### src/rtl/prbs_burst_ctrl.sv
// prbs_burst_ctrl: burst sequencer around an 8-bit PRBS LFSR (x^8+x^4+x^3+x^2+1).
// A host loads a seed and a bit count with start. The block then emits exactly
// that many PRBS bits, one every DIV_MAX+1 clk cycles, each qualified by prbs_valid.
// Optional build macro PRBS_ERR_INJECT_EN adds an err_inj input. While err_inj is
// high on a tick, the emitted bit is inverted but the LFSR sequence is not affected.
//
// state  | meaning
// -------+------------------------------------------------------------
// S_IDLE | waiting for start; a zero-length request only pulses done
// S_LOAD | one cycle: seed (0 replaced by 8'hFF) into LFSR, divider cleared
// S_RUN  | divider running; each tick emits one bit and shifts the LFSR
// S_DONE | one cycle after the final bit; done rises as busy falls
module prbs_burst_ctrl #(
    parameter int unsigned DIV_MAX = 3,
    parameter int unsigned LEN_W   = 16
) (
    input  logic             clk,
    input  logic             rst_n,
    input  logic             start,
    input  logic [7:0]       seed,
    input  logic [LEN_W-1:0] burst_len,
    input  logic             abort,
`ifdef PRBS_ERR_INJECT_EN
    input  logic             err_inj,
`endif
    output logic             prbs_out,
    output logic             prbs_valid,
    output logic             busy,
    output logic             done,
    output logic [LEN_W-1:0] bit_count,
    output logic [7:0]       lfsr_q
);

    typedef enum logic [1:0] {
        S_IDLE,
        S_LOAD,
        S_RUN,
        S_DONE
    } state_t;

    localparam logic [3:0] DIV_TC = 4'(DIV_MAX);

    state_t           state;
    logic [3:0]       div_cnt;
    logic [LEN_W-1:0] len_q;
    logic [7:0]       seed_q;
    logic             tick;
    logic             flip;
    logic [7:0]       lfsr_next;
    logic [LEN_W-1:0] count_inc;

    assign tick      = (state == S_RUN) && (div_cnt == DIV_TC);
    assign count_inc = bit_count + LEN_W'(1);

    // Polynomial feedback: MSB wraps to bit 0 and is folded into taps 2, 3 and 4.
    assign lfsr_next = {lfsr_q[6], lfsr_q[5], lfsr_q[4],
                        lfsr_q[3] ^ lfsr_q[7], lfsr_q[2] ^ lfsr_q[7],
                        lfsr_q[1] ^ lfsr_q[7], lfsr_q[0], lfsr_q[7]};

`ifdef PRBS_ERR_INJECT_EN
    assign flip = err_inj;
`else
    assign flip = 1'b0;
`endif

    // Sequencer FSM with the LFSR, divider, bit counter and all outputs registered.
    always_ff @(posedge clk or negedge rst_n) begin
        if (!rst_n) begin
            state      <= S_IDLE;
            div_cnt    <= '0;
            len_q      <= '0;
            seed_q     <= '0;
            lfsr_q     <= 8'hFF;
            bit_count  <= '0;
            prbs_out   <= 1'b0;
            prbs_valid <= 1'b0;
            busy       <= 1'b0;
            done       <= 1'b0;
        end else begin
            prbs_valid <= 1'b0;
            done       <= 1'b0;
            case (state)
                S_IDLE: begin
                    if (start) begin
                        if (burst_len != '0) begin
                            len_q     <= burst_len;
                            seed_q    <= seed;
                            bit_count <= '0;
                            busy      <= 1'b1;
                            state     <= S_LOAD;
                        end else begin
                            done <= 1'b1;
                        end
                    end
                end
                S_LOAD: begin
                    if (abort) begin
                        busy  <= 1'b0;
                        state <= S_IDLE;
                    end else begin
                        lfsr_q  <= (seed_q == 8'h00) ? 8'hFF : seed_q;
                        div_cnt <= '0;
                        state   <= S_RUN;
                    end
                end
                S_RUN: begin
                    if (tick) begin
                        div_cnt    <= '0;
                        prbs_out   <= lfsr_q[7] ^ flip;
                        prbs_valid <= 1'b1;
                        lfsr_q     <= lfsr_next;
                        bit_count  <= count_inc;
                    end else begin
                        div_cnt <= div_cnt + 4'd1;
                    end
                    // A bit on the abort edge is still emitted; abort only blocks done.
                    if (abort) begin
                        busy  <= 1'b0;
                        state <= S_IDLE;
                    end else if (tick && (count_inc == len_q)) begin
                        state <= S_DONE;
                    end
                end
                S_DONE: begin
                    done  <= 1'b1;
                    busy  <= 1'b0;
                    state <= S_IDLE;
                end
                default: begin
                    busy  <= 1'b0;
                    state <= S_IDLE;
                end
            endcase
        end
    end

endmodule

### config.mk
export PLATFORM = sky130hd
export DESIGN_NAME = prbs_burst_ctrl
export DESIGN_NICKNAME = d
export VERILOG_FILES = /design/src/rtl/prbs_burst_ctrl.sv
export SDC_FILE = /design/constraint.sdc
export NUM_CORES = 1
export LEC_CHECK = 0
export ABC_AREA = 0
export CAP_MARGIN = 20
export CORE_MARGIN = 5
export CORE_UTILIZATION = 25
export CTS_BUF_LIST = sky130_fd_sc_hd__clkbuf_4 sky130_fd_sc_hd__clkbuf_8
export DETAILED_ROUTE_END_ITERATION = 7
export PLACE_DENSITY_LB_ADDON = 0.3
export SKIP_CTS_REPAIR_TIMING = 1
export SLEW_MARGIN = 20
export SYNTH_ARGS = -nofsm -noshare
export SYNTH_HDL_FRONTEND = slang
export SYNTH_SLANG_ARGS = --single-unit
### constraint.sdc
create_clock -name clk -period 3.11 [get_ports clk]
set_input_delay 0.311 -clock clk [delete_from_list [all_inputs] [get_ports clk]]
set_output_delay 0.311 -clock clk [all_outputs]
set_load 0.005 [all_outputs]
==> results of run 1 <==
## layer usage
metal	vias up	global-route usage	wire length (µm)
met1	1189	0.158	3960
met5	-	0	0
met4	0	0.0335	112
met3	12	0.0300	413
met2	56	0.174	3830
li1	1234	-	-
## cell type report
type | instances | area, µm²
flip-flops and latches | 58 | 1460
repair buffers | 60 | 583
fillers | 1337 | 8530
clock buffers | 11 | 145
well taps | 172 | 215
multi-input cells | 227 | 1680
inverters | 7 | 26.3
clock inverters | 5 | 77.6
## layout by cell type, fill, tap and decap left out, types with 4 or more instances in the layout
cell type        netlist  layout
nand2_1               27      27
mux2_4                20      20
o21ai_1                7       7
mux2_2                 7       7
o21ai_0               36      36
o22ai_1                7       7
clkbuf_8               0      10
xnor2_1               17      17
dfstp_2                8       8
nand3_1                7       7
buf_4                  3       5
dfrtp_1               50      50
or4_1                  4       4
o31ai_1                5       5
clkdlybuf4s50_1        0      54
ha_1                   7       7
xor2_1                10      10
nor3_1                 5       5
nand4_1                5       5
inv_1                  7       7
nor2_1                14      14
## per-stage QoR
| step | cell area, µm² | utilization |
|---|---|---|
| 2_1_floorplan | 3260 | - |
| 3_3_place_gp | 3970 | 0.312 |
| 3_5_place_dp | 3970 | 0.312 |
| 4_1_cts | 4190 | 0.329 |
| 5_1_grt | 4190 | 0.329 |
| 6_report | 4190 | 0.329 |
## sequential cells by signal, indices dropped and copies added, names as in the netlist
| register | flops |
|---|---|
| lfsr_q | 8 |
| len_q | 16 |
| state | 2 |
| seed_q | 8 |
| busy | 1 |
| prbs_out | 1 |
| bit_count | 16 |
| div_cnt | 4 |
| done | 1 |
| prbs_valid | 1 |
## kinds of logic (layout without fill, tap and decap cells)
logic type      after synthesis  count (layout)
compound gates               76              76
xor+xnor                     27              27
fa+ha+maj                     7               7
buf+inv                      19              83
flops                        58              58
mux                          28              28
simple gates                 89              89
## critical path, cell delays in order
cell and delay [ps]:
clkdlybuf4s50_1 410, or4_1 600, nor4_2 530, o21ai_2 220
nand2_4 230, nor4_2 90, a31oi_1 210, mux2_1 330
## final timing paths
kind | end | slack (ps) | cells after the start
min in group clk | lfsr_q[4] | 490 | 2
worst min register to register | lfsr_q[4] | 490 | 2
worst max register to register | state[1] | 530 | 8
worst max-delay path | state[1] | 380 | 8
max in group asynchronous | lfsr_q[5] | 2230 | 2
worst min-delay path | bit_count[15] | -4 | 1
## power breakdown
group / internal, W / leakage (nW) / switching (W) / total, W
clock: 0.000479 / 0.113 / 0.000304 / 0.000783
combinational: 0.000734 / 0.869 / 0.000603 / 0.00134
sequential: 0.00105 / 0.724 / 0.000253 / 0.00130
total: 0.00226 / 1.70 / 0.00116 / 0.00342
==> results.toml, run 1 <==
[sta]
period_share = 0.879
setup_ws_ps = 375
slew_violations = 0
worst_pin_slew_ps = 626
max_freq_mhz = 366
fin_setup_tns_ps = 0
fin_worst_hold_slack_ps = -3.59
rsz0062_at_grt = "no"
clock_skew_ps = 8.45
slew_headroom = 0.583
setup_viol = 0
hold_viol = 10
layout_min_cycle_time_ps = 2730

[floorplanning]
die_w_um = 124
die_h_um = 124
core-area_mm2 = 0.0127
die_area_mm2 = 0.0154
std_cell_rows = 41
start_util = 0.256
io_pins = 56

[cts]
cts_tree = "built"
insertion_delay_ps = 330
cts_buffer_depth = 2
ctsHtreeMaxLevel = 3
cts.clk_slew.worst_paths_ps = 70
numClockSinks = 58
cts_root_buf = "clkbuf_8"
cts_buffers = 9

[logic_synthesis]
synth_compound_area_frac = 0.142
yosysMostFrequentCell = "dfrtp_1"
synth_top_area_frac = 0.384
synthTopCellsByCount = "dfrtp_1 (50), o21ai_0 (36), nand2_1 (27), mux2_4 (20), xnor2_1 (17)"
synth_area_mm2 = 0.00326
synth_nets = 339
syn_inst = 304
synthMuxAreaShare = 0.120
synthTopCellsByArea = "dfrtp_1 (38%), mux2_4 (9.2%), dfstp_2 (6.4%), o21ai_0 (5.5%), xnor2_1 (4.6%)"
ys_types = 53
synthAdderAreaFrac = 0.0269
synthArstFlopShare = 1.00
yosys.area.top_type = "dfrtp_1"
synth-simple-area-share = 0.155
ys_ff_latch = 58
synth_edf_count = 0
synth-xor-area-share = 0.0726
synth_top_family_by_area = "simple AND/OR/NAND/NOR gates"
avgSynthCellArea_um2 = 10.7
yosys_warnings = 0
ys.flop_type = "dfrtp_1"
ys_seq_area_frac = 0.448

[grt]
track_usage = 0.114
grt_overflow = 0
antenna_found_initial = 0
grt_pass1_wl_um = 13600
grt_max_degree = 33
grt_pass1_vias = 2591

[worst_setup_path]
rr_startpoint = "bit_count[0]"
path_max_fanout = 14
start_kind = "input port"
cp.required_ps = 3320
startpoint = "burst_len[12]"
crit_type = "input port to register"
cp.arrival_ps = 2950
end_kind = "register"

[finish]
layout-drive-gt1-share = 0.185
antennaDiodeCount = 0
final_cells = 540
nets = 398
syn2layout_area_growth_pct = 28.5

[routing]
postRouteAntennaNets = 0
via_per_inst = 4.61
drtPass1Iterations = 4
route.detailed.drc = 0
num_vias = 2491
first_iter_violations = 123
wire_per_inst_um = 15.4
wl_um = 8320

[power]
p_per_area_mw_per_mm2 = 816
total_power_w = 0.00342
p_leak_nw = 1.70
peakVddDrop_mv = 0.267

[placed_design]
hpwl_um = 6420
dp_cells = 524
dp_slack_ps = -6.30
port_buffers = 55
gp_congestion = 0.772

[outcome]
failed_checks = "hold timing"
status = "finished, violations left"

[flow_run]
maxCapViolCount = 0

[worst_hold_path]
hold_path.class = "input port to asynchronous set/reset pin"
(Power assumes the default switching activity.)
==> inputs of run 2 (changes only) <==
ABC_AREA = default   (was 0)
==> results of run 2 <==
The final DEF is identical to that of run 1; final timing and power are the same.
